==> config.mk <==
export PLATFORM = sky130hd
export DESIGN_NAME = qam16_demap_framer
export DESIGN_NICKNAME = d
export VERILOG_FILES = /design/src/rtl/qam16_rx_pkg.sv /design/src/rtl/qam16_slicer.sv /design/src/rtl/qam16_demap_framer.sv
export SDC_FILE = /design/constraint.sdc
export NUM_CORES = 1
export LEC_CHECK = 0
export ABC_AREA = 1
export CAP_MARGIN = 20
export CORE_MARGIN = 2
export CORE_UTILIZATION = 52
export CTS_CLUSTER_SIZE = 28
export DETAILED_ROUTE_END_ITERATION = 10
export PLACE_DENSITY = 0.87
export SYNTH_ARGS = -nofsm -noshare
export SYNTH_HDL_FRONTEND = slang
export SYNTH_SLANG_ARGS = --single-unit
==> constraint.sdc <==
create_clock -name clk -period 2.6 [get_ports clk]
set_input_delay 0.39 -clock clk [delete_from_list [all_inputs] [get_ports clk]]
set_output_delay 0.39 -clock clk [all_outputs]
set_load 0.03 [all_outputs]
==> src/rtl/qam16_rx_pkg.sv <==
// ---------------------------------------------------------------------------
// qam16_rx_pkg
// Shared types and constants for the QAM16 receive-side demapper/framer.
//   state_t        : framer states (SEARCH, VERIFY, LOCKED)
//   L_*            : Gray-coded per-axis level codes produced by the slicer
//   DEF_SYNC_WORD  : default frame sync byte
//   DEF_FRAME_LEN  : default payload bytes between sync bytes
// ---------------------------------------------------------------------------
package qam16_rx_pkg;

  typedef enum logic [1:0] {
    SEARCH = 2'd0,
    VERIFY = 2'd1,
    LOCKED = 2'd2
  } state_t;

  // Gray order from most negative to most positive level
  localparam logic [1:0] L_NEG_OUT = 2'b00;
  localparam logic [1:0] L_NEG_IN  = 2'b01;
  localparam logic [1:0] L_POS_IN  = 2'b11;
  localparam logic [1:0] L_POS_OUT = 2'b10;

  localparam logic [7:0] DEF_SYNC_WORD = 8'h7E;
  localparam int         DEF_FRAME_LEN = 32;

endpackage

==> src/rtl/qam16_slicer.sv <==
// ---------------------------------------------------------------------------
// qam16_slicer
// Registered hard-decision slicer: each signed I/Q sample pair is mapped to a
// 16QAM Gray symbol {I[1:0],Q[1:0]} one cycle after iq_valid.
// Ports:
//   clk        in   sample clock
//   rst_write  in   asynchronous active-high reset
//   iq_valid   in   sample strobe
//   i_data     in   signed in-phase sample  [DW-1:0]
//   q_data     in   signed quadrature sample [DW-1:0]
//   sym_out    out  sliced symbol (held between strobes)
//   sym_valid  out  single-cycle strobe for sym_out
// ---------------------------------------------------------------------------
module qam16_slicer
  import qam16_rx_pkg::*;
#(
  parameter int DW     = 14,
  parameter int THRESH = 1024
) (
  input  logic          clk,
  input  logic          rst_write,
  input  logic          iq_valid,
  input  logic [DW-1:0] i_data,
  input  logic [DW-1:0] q_data,
  output logic [3:0]    sym_out,
  output logic          sym_valid
);

  localparam logic signed [DW-1:0] THR_P = DW'(THRESH);
  localparam logic signed [DW-1:0] THR_N = -THR_P;

  logic [3:0] r_sym;
  logic       r_sym_valid;

  // Decision regions are closed on the upper side: +THRESH is outer,
  // -THRESH is inner, 0 is positive-inner.
  function automatic logic [1:0] slice_axis(input logic signed [DW-1:0] v);
    logic [1:0] lvl;
    if (v >= THR_P)
      lvl = L_POS_OUT;
    else if (v >= $signed({DW{1'b0}}))
      lvl = L_POS_IN;
    else if (v >= THR_N)
      lvl = L_NEG_IN;
    else
      lvl = L_NEG_OUT;
    return lvl;
  endfunction

  always_ff @(posedge clk or posedge rst_write) begin
    if (rst_write) begin
      r_sym       <= 4'd0;
      r_sym_valid <= 1'b0;
    end else begin
      r_sym_valid <= iq_valid;
      if (iq_valid)
        r_sym <= {slice_axis($signed(i_data)), slice_axis($signed(q_data))};
    end
  end

  assign sym_out   = r_sym;
  assign sym_valid = r_sym_valid;

endmodule

==> src/rtl/qam16_demap_framer.sv <==
// ---------------------------------------------------------------------------
// qam16_demap_framer
// Slices recovered baseband I/Q to 16QAM nibbles, hunts for the sync byte in
// the nibble stream, confirms frame timing over LOCK_CNT sync slots and then
// emits payload bytes with a frame_start marker on the first byte of a frame.
// Ports:
//   clk          in   sample clock (50 MHz)
//   rst_write    in   asynchronous active-high reset
//   iq_valid     in   I/Q sample strobe
//   i_data       in   signed in-phase sample  [DW-1:0]
//   q_data       in   signed quadrature sample [DW-1:0]
//   sym_out      out  sliced symbol {I[1:0],Q[1:0]}
//   sym_valid    out  sym_out strobe
//   byte_data    out  payload byte
//   byte_valid   out  byte_data strobe (LOCKED only)
//   frame_start  out  coincides with the first payload byte of each frame
//   locked       out  frame lock indicator
//
// state  | meaning
// -------+---------------------------------------------------------------
// SEARCH | sliding 8-bit window over nibbles, waiting for SYNC_WORD
// VERIFY | byte-aligned, counting sync-slot hits until LOCK_CNT
// LOCKED | payload output; sync misses tolerated up to MISS_MAX-1 in a row
// ---------------------------------------------------------------------------
module qam16_demap_framer
  import qam16_rx_pkg::*;
#(
  parameter int         DW        = 14,
  parameter int         THRESH    = 1024,
  parameter logic [7:0] SYNC_WORD = DEF_SYNC_WORD,
  parameter int         FRAME_LEN = DEF_FRAME_LEN,
  parameter int         LOCK_CNT  = 3,
  parameter int         MISS_MAX  = 2
) (
  input  logic          clk,
  input  logic          rst_write,
  input  logic          iq_valid,
  input  logic [DW-1:0] i_data,
  input  logic [DW-1:0] q_data,
  output logic [3:0]    sym_out,
  output logic          sym_valid,
  output logic [7:0]    byte_data,
  output logic          byte_valid,
  output logic          frame_start,
  output logic          locked
);

  localparam int CW = $clog2(FRAME_LEN + 1);
  localparam int HW = $clog2(LOCK_CNT + 1);
  localparam int MW = $clog2(MISS_MAX + 1);

  localparam logic [CW-1:0] SLOT_IDX = CW'(FRAME_LEN);
  localparam logic [CW-1:0] CNT_ONE  = CW'(1);
  localparam logic [HW-1:0] HIT_ONE  = HW'(1);
  localparam logic [HW-1:0] HIT_LOCK = HW'(LOCK_CNT);
  localparam logic [MW-1:0] MISS_ONE = MW'(1);
  localparam logic [MW-1:0] MISS_LIM = MW'(MISS_MAX);

  logic [3:0]    w_sym;
  logic          w_sym_valid;
  logic [7:0]    w_sr_next;
  logic          w_sync_hit;
  logic          w_slot;

  state_t        r_state;
  logic [7:0]    r_sr8;
  logic          r_phase;
  logic [CW-1:0] r_byte_cnt;
  logic [HW-1:0] r_hit;
  logic [MW-1:0] r_miss;
  logic [7:0]    r_byte_data;
  logic          r_byte_valid;
  logic          r_frame_start;
  logic          r_locked;

  qam16_slicer #(
    .DW     (DW),
    .THRESH (THRESH)
  ) u_slicer (
    .clk       (clk),
    .rst_write (rst_write),
    .iq_valid  (iq_valid),
    .i_data    (i_data),
    .q_data    (q_data),
    .sym_out   (w_sym),
    .sym_valid (w_sym_valid)
  );

  // The shift register runs in every state, so on a phase-1 symbol the
  // updated window is exactly the completed byte.
  assign w_sr_next  = {r_sr8[3:0], w_sym};
  assign w_sync_hit = (w_sr_next == SYNC_WORD);
  assign w_slot     = (r_byte_cnt == SLOT_IDX);

  always_ff @(posedge clk or posedge rst_write) begin
    if (rst_write) begin
      r_state       <= SEARCH;
      r_sr8         <= 8'd0;
      r_phase       <= 1'b0;
      r_byte_cnt    <= '0;
      r_hit         <= '0;
      r_miss        <= '0;
      r_byte_data   <= 8'd0;
      r_byte_valid  <= 1'b0;
      r_frame_start <= 1'b0;
      r_locked      <= 1'b0;
    end else begin
      r_byte_valid  <= 1'b0;
      r_frame_start <= 1'b0;
      if (w_sym_valid) begin
        r_sr8 <= w_sr_next;
        case (r_state)
          SEARCH: begin
            if (w_sync_hit) begin
              r_state    <= VERIFY;
              r_hit      <= HIT_ONE;
              r_byte_cnt <= '0;
              r_phase    <= 1'b0;
            end
          end

          VERIFY: begin
            r_phase <= ~r_phase;
            if (r_phase) begin
              if (!w_slot) begin
                r_byte_cnt <= r_byte_cnt + CNT_ONE;
              end else begin
                r_byte_cnt <= '0;
                if (w_sync_hit) begin
                  r_hit <= r_hit + HIT_ONE;
                  if (r_hit + HIT_ONE == HIT_LOCK) begin
                    r_state  <= LOCKED;
                    r_locked <= 1'b1;
                    r_miss   <= '0;
                  end
                end else begin
                  // Window keeps this byte; the hunt resumes from here.
                  r_state <= SEARCH;
                  r_hit   <= '0;
                end
              end
            end
          end

          LOCKED: begin
            r_phase <= ~r_phase;
            if (r_phase) begin
              if (!w_slot) begin
                r_byte_data   <= w_sr_next;
                r_byte_valid  <= 1'b1;
                r_frame_start <= (r_byte_cnt == '0);
                r_byte_cnt    <= r_byte_cnt + CNT_ONE;
              end else begin
                // Frame timing is kept across a bad sync (flywheel).
                r_byte_cnt <= '0;
                if (w_sync_hit) begin
                  r_miss <= '0;
                end else if (r_miss + MISS_ONE == MISS_LIM) begin
                  r_state  <= SEARCH;
                  r_locked <= 1'b0;
                  r_hit    <= '0;
                  r_miss   <= '0;
                end else begin
                  r_miss <= r_miss + MISS_ONE;
                end
              end
            end
          end

          default: r_state <= SEARCH;
        endcase
      end
    end
  end

  assign sym_out     = w_sym;
  assign sym_valid   = w_sym_valid;
  assign byte_data   = r_byte_data;
  assign byte_valid  = r_byte_valid;
  assign frame_start = r_frame_start;
  assign locked      = r_locked;

endmodule

==> results of run 1 <==
-- power breakdown --
part / internal (mW) / total [mW] / switching [mW] / leakage, nW
clock network: 0.228 / 0.413 / 0.185 / 0.0445
logic: 0.159 / 0.447 / 0.288 / 0.596
registers: 0.563 / 0.623 / 0.0601 / 0.441
total: 0.950 / 1.48 / 0.533 / 1.08
-- cells in the mapped netlist, types with 3 or more instances --
cell type,number,area (sq um)
nor2_1,14,52.6
inv_1,29,109
nand2_1,71,267
o21ai_2,5,43.8
nand2_2,5,31.3
nor2_4,3,33.8
nand3_1,20,100
nand4_1,3,18.8
o21ai_0,15,75.1
nor2_2,3,18.8
dfrtp_1,33,826
ha_1,7,87.6
buf_2,3,15.0
nor3_1,3,15.0
-- layout make-up --
type,count,area (sq um)
Sequential cell,33,826
Timing Repair Buffer,27,268
Clock buffer,6,51.3
Tap cell,46,57.6
Clock inverter,2,37.5
Multi-Input combinational cell,164,877
Inverter,31,116
Fill cell,280,1160
-- state kept, by name, summed over array words and instances (netlist names) --
register / cells
byte_data: 8
byte_valid: 1
frame_start: 1
locked: 1
r_byte_cnt: 6
r_hit: 2
r_miss: 2
r_phase: 1
r_sr8: 4
r_state: 2
u_slicer.sym_out: 4
u_slicer.sym_valid: 1
-- worst register-to-register path, cell delays in order, from the launching register on --
cell and delay [ps]:
dfrtp_1 420, inv_1 90, ha_1 440, inv_1 130, o211ai_2 540, nand2_1 140, o21ai_2 90
-- stage by stage --
step / util (%) / cell area (sq um) / hold WS (ps) / setup slack, ps / total power [mW]
5_1_grt: 65.9 / 2230 / 459 / 392 / 1.59
2_1_floorplan: - / 1850 / 421 / 1060 / 0.982
6_report: 65.9 / 2230 / 419 / 475 / 1.48
3_3_place_gp: 63.3 / 2140 / 463 / 743 / 1.07
3_5_place_dp: 63.3 / 2140 / 472 / 708 / 1.08
4_1_cts: 65.9 / 2230 / 434 / 460 / 1.49
-- layer usage --
| metal | vias to the layer above | wire length (microns) | global-route usage [%] |
|---|---|---|---|
| li1 | 799 | - | - |
| met3 | 5 | 176 | 6.25 |
| met4 | 0 | 49 | 6.25 |
| met1 | 710 | 1570 | 25.7 |
| met5 | - | 0 | 0 |
| met2 | 43 | 1650 | 30.5 |
-- logic make-up (layout without fill, tap and decap cells) --
family	Yosys count	in the layout	share of synthesized area, %
adder cells (fa/ha/maj)	7	7	4.73
buffers and inverters	36	66	8.10
AO/OA/AOI/OAI	29	29	9.86
AND/OR/NAND/NOR	128	128	32.7
flip-flops	33	33	44.6
-- worst paths after layout --
check | startpoint | to | slack [ps] | depth (start not counted)
min reg2reg | byte_data[2] | byte_data[2] | 490 | 2
max | u_slicer.sym_valid | sym_valid | 480 | 1
min in group clk | byte_data[2] | byte_data[2] | 490 | 2
max in group asynchronous | rst_write | r_miss[1] | 1880 | 3
max reg2reg | r_state[0] | r_byte_cnt[1] | 690 | 6
min | rst_write | byte_data[6] | 420 | 3
==> results.cfg, run 1 <==
[floorplan]
die_h_microns = 63.7
die_area_sq_um = 4060
coreArea_sq_um = 3390
row_count = 21
die_w_microns = 63.7
io_pins = 47
start_util_pct = 54.7

[worst_setup_path]
end_kind = output port
worstPathCellList = clkdlybuf4s50_1
worst_ep_required_time_ps = 2210
cp-start-kind = flop
worstPathMaxFanout = 14
critPathBufInv = 1
critPathSlowestCell = clkdlybuf4s50_1
crit_type = flop to output port
arrival_ps = 1730
crit_path_max_incr_delay_ps = 760
cp_top_family = buffers and inverters

[clocking]
clockBufferDepth = 2
cts_tree = yes
post_cts_buffers = 0
ctsRootBufferMaster = clkbuf_4
cts_hold_buf = 0
cts.repair.resized = 0
numCtsBuffers = 5
cts.htree.levels = 2
clk_latency_ps = 340
cts.sinks = 33
path_clk_slew_ps = 110

[logic_synthesis]
yosysWarnings = 0
avgSynthCellArea_sq_um = 7.95
synth_area_sq_um = 1850
synth-main-ff-cell = dfrtp_1
synth_edf_count = 0
async_reset_ff_share_pct = 100
synth_cell_types = 29
synth_cells = 233
syn_nets = 271
synth-seq-cells = 33
seq_area_frac_synth_pct = 44.6

[placed_design]
placed_cells = 301
gp_congestion = 0.804
io_buffer_count = 26
place_hpwl_mm = 2.57

[sta]
final-hold-violation-count = 0
slew_headroom_pct = 56.7
setup_viol = 0
clock.fmax_mhz = 471
fin_worst_skew_ps = 9.10
maxSlewViolCount = 0
grt_setup_unrepaired = no
min_period_ps = 2120
fin_crit_sh_pct = 81.7
worst_pin_slew_ps = 647
setup_tns_ps = 0

[cells_and_area]
final_common_cell = nand2_1
nets = 300
n_antenna_cell = 0
most-common-layout-cells = nand2_1 (71), dfrtp_1 (33), inv_1 (29)
drive_above_1_share_pct = 12.5
stdcell_count = 309
syn_to_final_growth_pct = 20.5

[grt]
grt_antenna_before_repair = 0
gr-usage-all-layers_pct = 19.5
grt_pass1_wl_mm = 6.21
grt_pass1_vias = 1448
overflow = 0
grt_max_degree = 34

[detailed_routing]
wl_mm = 3.44
first_pass_iters = 4
vias = 1557
drc = 0
drt_iter0_markers = 76
wl_per_cell_microns = 11.1
ant_nets = 0
via_per_inst = 5.04

[outcome]
outcome = complete, no violations

[worst_hold_path]
hp-class = primary input to async pin

[power]
power.density_nw_per_um2 = 664
power.leakage_nw = 1.08
ir_drop_mv = 0.300

[run]
maxCapViolations = 0
Note: power is estimated with default switching activity, not from simulation.
==> inputs of run 2 (changes only) <==
--- a/config.mk
+++ b/config.mk
@@ -8,10 +8,10 @@
 export ABC_AREA = 1
 export CAP_MARGIN = 20
 export CORE_MARGIN = 2
-export CORE_UTILIZATION = 52
+export CORE_UTILIZATION = 49
 export CTS_CLUSTER_SIZE = 28
 export DETAILED_ROUTE_END_ITERATION = 10
-export PLACE_DENSITY = 0.87
+export PLACE_DENSITY = 0.83
 export SYNTH_ARGS = -nofsm -noshare
 export SYNTH_HDL_FRONTEND = slang
 export SYNTH_SLANG_ARGS = --single-unit
==> constraint.sdc (replaced) <==
create_clock -name clk -period 2.1 [get_ports clk]
set_input_delay 0.315 -clock clk [delete_from_list [all_inputs] [get_ports clk]]
set_output_delay 0.315 -clock clk [all_outputs]
set_load 0.03 [all_outputs]
==> run 2 against run 1 <==
  * Combinational power is 28% higher
  * Critical path type unchanged
  * Highest routed layer unchanged
  * Core utilization decreased by 3.6 points
  * Die area grew 5.7%
==> results.cfg, run 2 (synthesis gave the netlist of run 1 again) <==
[outcome]
outcome = complete, no violations

[grt]
grt_pass1_vias = 1420
gr-usage-all-layers_pct = 19.9
grt_pass1_wl_mm = 6.44
overflow = 0
use_met3_pct = 5.65
grt_max_degree = 34
grt_use_met1_pct = 26.3
globalRoute.busiestLayer = met2
grt_antenna_before_repair = 0
grt_use_met2_pct = 31.5

[power]
clockPowerShare_pct = 31.9
power.density_nw_per_um2 = 866
ir_drop_mv = 0.412
pwr-share-comb_pct = 29.0
switching_share_pct = 34.8
p_int_mw = 1.29
switching_power_mw = 0.688
power.leakage_nw = 1.10
sequentialPowerShare_pct = 39.1
p_total_mw = 1.98

[clocking]
cts.sinks = 33
cts.htree.levels = 2
clk_latency_ps = 290
post_cts_buffers = 0
cts.repair.resized = 0
numCtsBuffers = 5
ctsRootBufferMaster = clkbuf_8
cts_hold_buf = 0
clockBufferDepth = 2
path_clk_slew_ps = 70
cts_tree = yes

[cells_and_area]
nets = 302
most-common-layout-cells = nand2_1 (71), dfrtp_1 (33), inv_1 (29)
syn_to_final_growth_pct = 23.2
drive_above_1_share_pct = 13.2
largest_reg_flops = 8
final_cell_area_sq_um = 2280
final_common_cell = nand2_1
n_antenna_cell = 0

[sta]
maxSlewViolCount = 0
slew_headroom_pct = 70.7
setup_viol = 0
clock.fmax_mhz = 546
setup_tns_ps = 0
grt_setup_unrepaired = no
worst_pin_slew_ps = 440
min_period_ps = 1830
final-hold-violation-count = 0
fin_worst_skew_ps = 3.13
fin_crit_sh_pct = 87.2

[placed_design]
io_buffer_count = 26
place_hpwl_mm = 2.71
place_area_sq_um = 2160
gp_congestion = 0.801

[floorplan]
die_area_sq_um = 4290
die_w_microns = 65.5
io_pins = 47
start_util_pct = 50.6
row_count = 22
die_h_microns = 65.5
coreArea_sq_um = 3660

[worst_setup_path]
worstPathCellList = clkdlybuf4s50_1
arrival_ps = 1520
cp-start-kind = flop
rrSetupSlack_ps = 380
critPathBufInv = 1
r2r_end = r_byte_cnt[3]
reg2reg_from = r_state[0]
startpoint = u_slicer.sym_valid
crit_type = flop to output port
worst_ep_required_time_ps = 1780
cp_top_family = buffers and inverters
worstPathMaxFanout = 7
critPathSlowestCell = clkdlybuf4s50_1
crit_path_max_incr_delay_ps = 730
reg2regPathDepth = 8
end_kind = output port

[detailed_routing]
drc = 0
drt_iter0_markers = 92
ant_nets = 0
via_per_inst = 4.97
wl_per_cell_microns = 12.0
vias = 1557
wl_mm = 3.76
first_pass_iters = 4

[run]
maxCapViolations = 0

[worst_hold_path]
hp-class = primary input to async pin
run 2: changes by cell type in the layout (fill, tap and decap cells not counted), sizes merged:
cell	before	now
buf	1	3
run 2: how the worst max path moves through the flow:
stage | end | slack (ps) | cells past startpoint
2_1_floorplan | r_byte_cnt[4] | 560 | 9
3_3_place_gp | r_byte_cnt[4] | 450 | 8
3_5_place_dp | r_byte_cnt[3] | 390 | 8
4_1_cts | sym_valid | 290 | 1
5_1_grt | sym_valid | 230 | 1
6_report | sym_valid | 270 | 1
run 2: power groups by stage:
stage	registers (mW)	logic [mW]	clock network, mW
CTS	0.770	0.574	0.637
global placement	0.779	0.552	0
floorplan	0.783	0.433	0
finish	0.772	0.574	0.631
global route	0.781	0.641	0.675
detailed placement	0.782	0.566	0
run 2: layout make-up:
class	count	area, sq um
sequential	33	826
multi-input combinational	164	877
clock buffer	6	82.6
fill	313	1380
timing repair buffer	29	283
clock inverter	2	37.5
tap	48	60.1
inverter	31	116
run 2: through the flow:
step                      setup WS [ps]  hold slack, ps  cells  utilization (%)
final                               270             415    313             62.3
after global placement              450             465    305             59.1
after floorplan                     556             346    233                -
after CTS                           287             434    313             62.3
after detailed placement            390             471    305             59.1
after global routing                234             468    313             62.3
run 2: routing by layer:
metal  share of wire [%]  vias up
met4                 1.6        0
met1                  48      733
li1                    -      800
met5                   0        -
met3                 3.1        7
met2                  47       17
==> inputs of run 3 (changes only) <==
--- a/config.mk
+++ b/config.mk
@@ -6,7 +6,6 @@
 export NUM_CORES = 1
 export LEC_CHECK = 0
 export ABC_AREA = 1
-export CAP_MARGIN = 20
 export CORE_MARGIN = 2
 export CORE_UTILIZATION = 49
 export CTS_CLUSTER_SIZE = 28
==> results of run 3 <==
No change in the layout: final DEF, timing and power equal those of run 2.
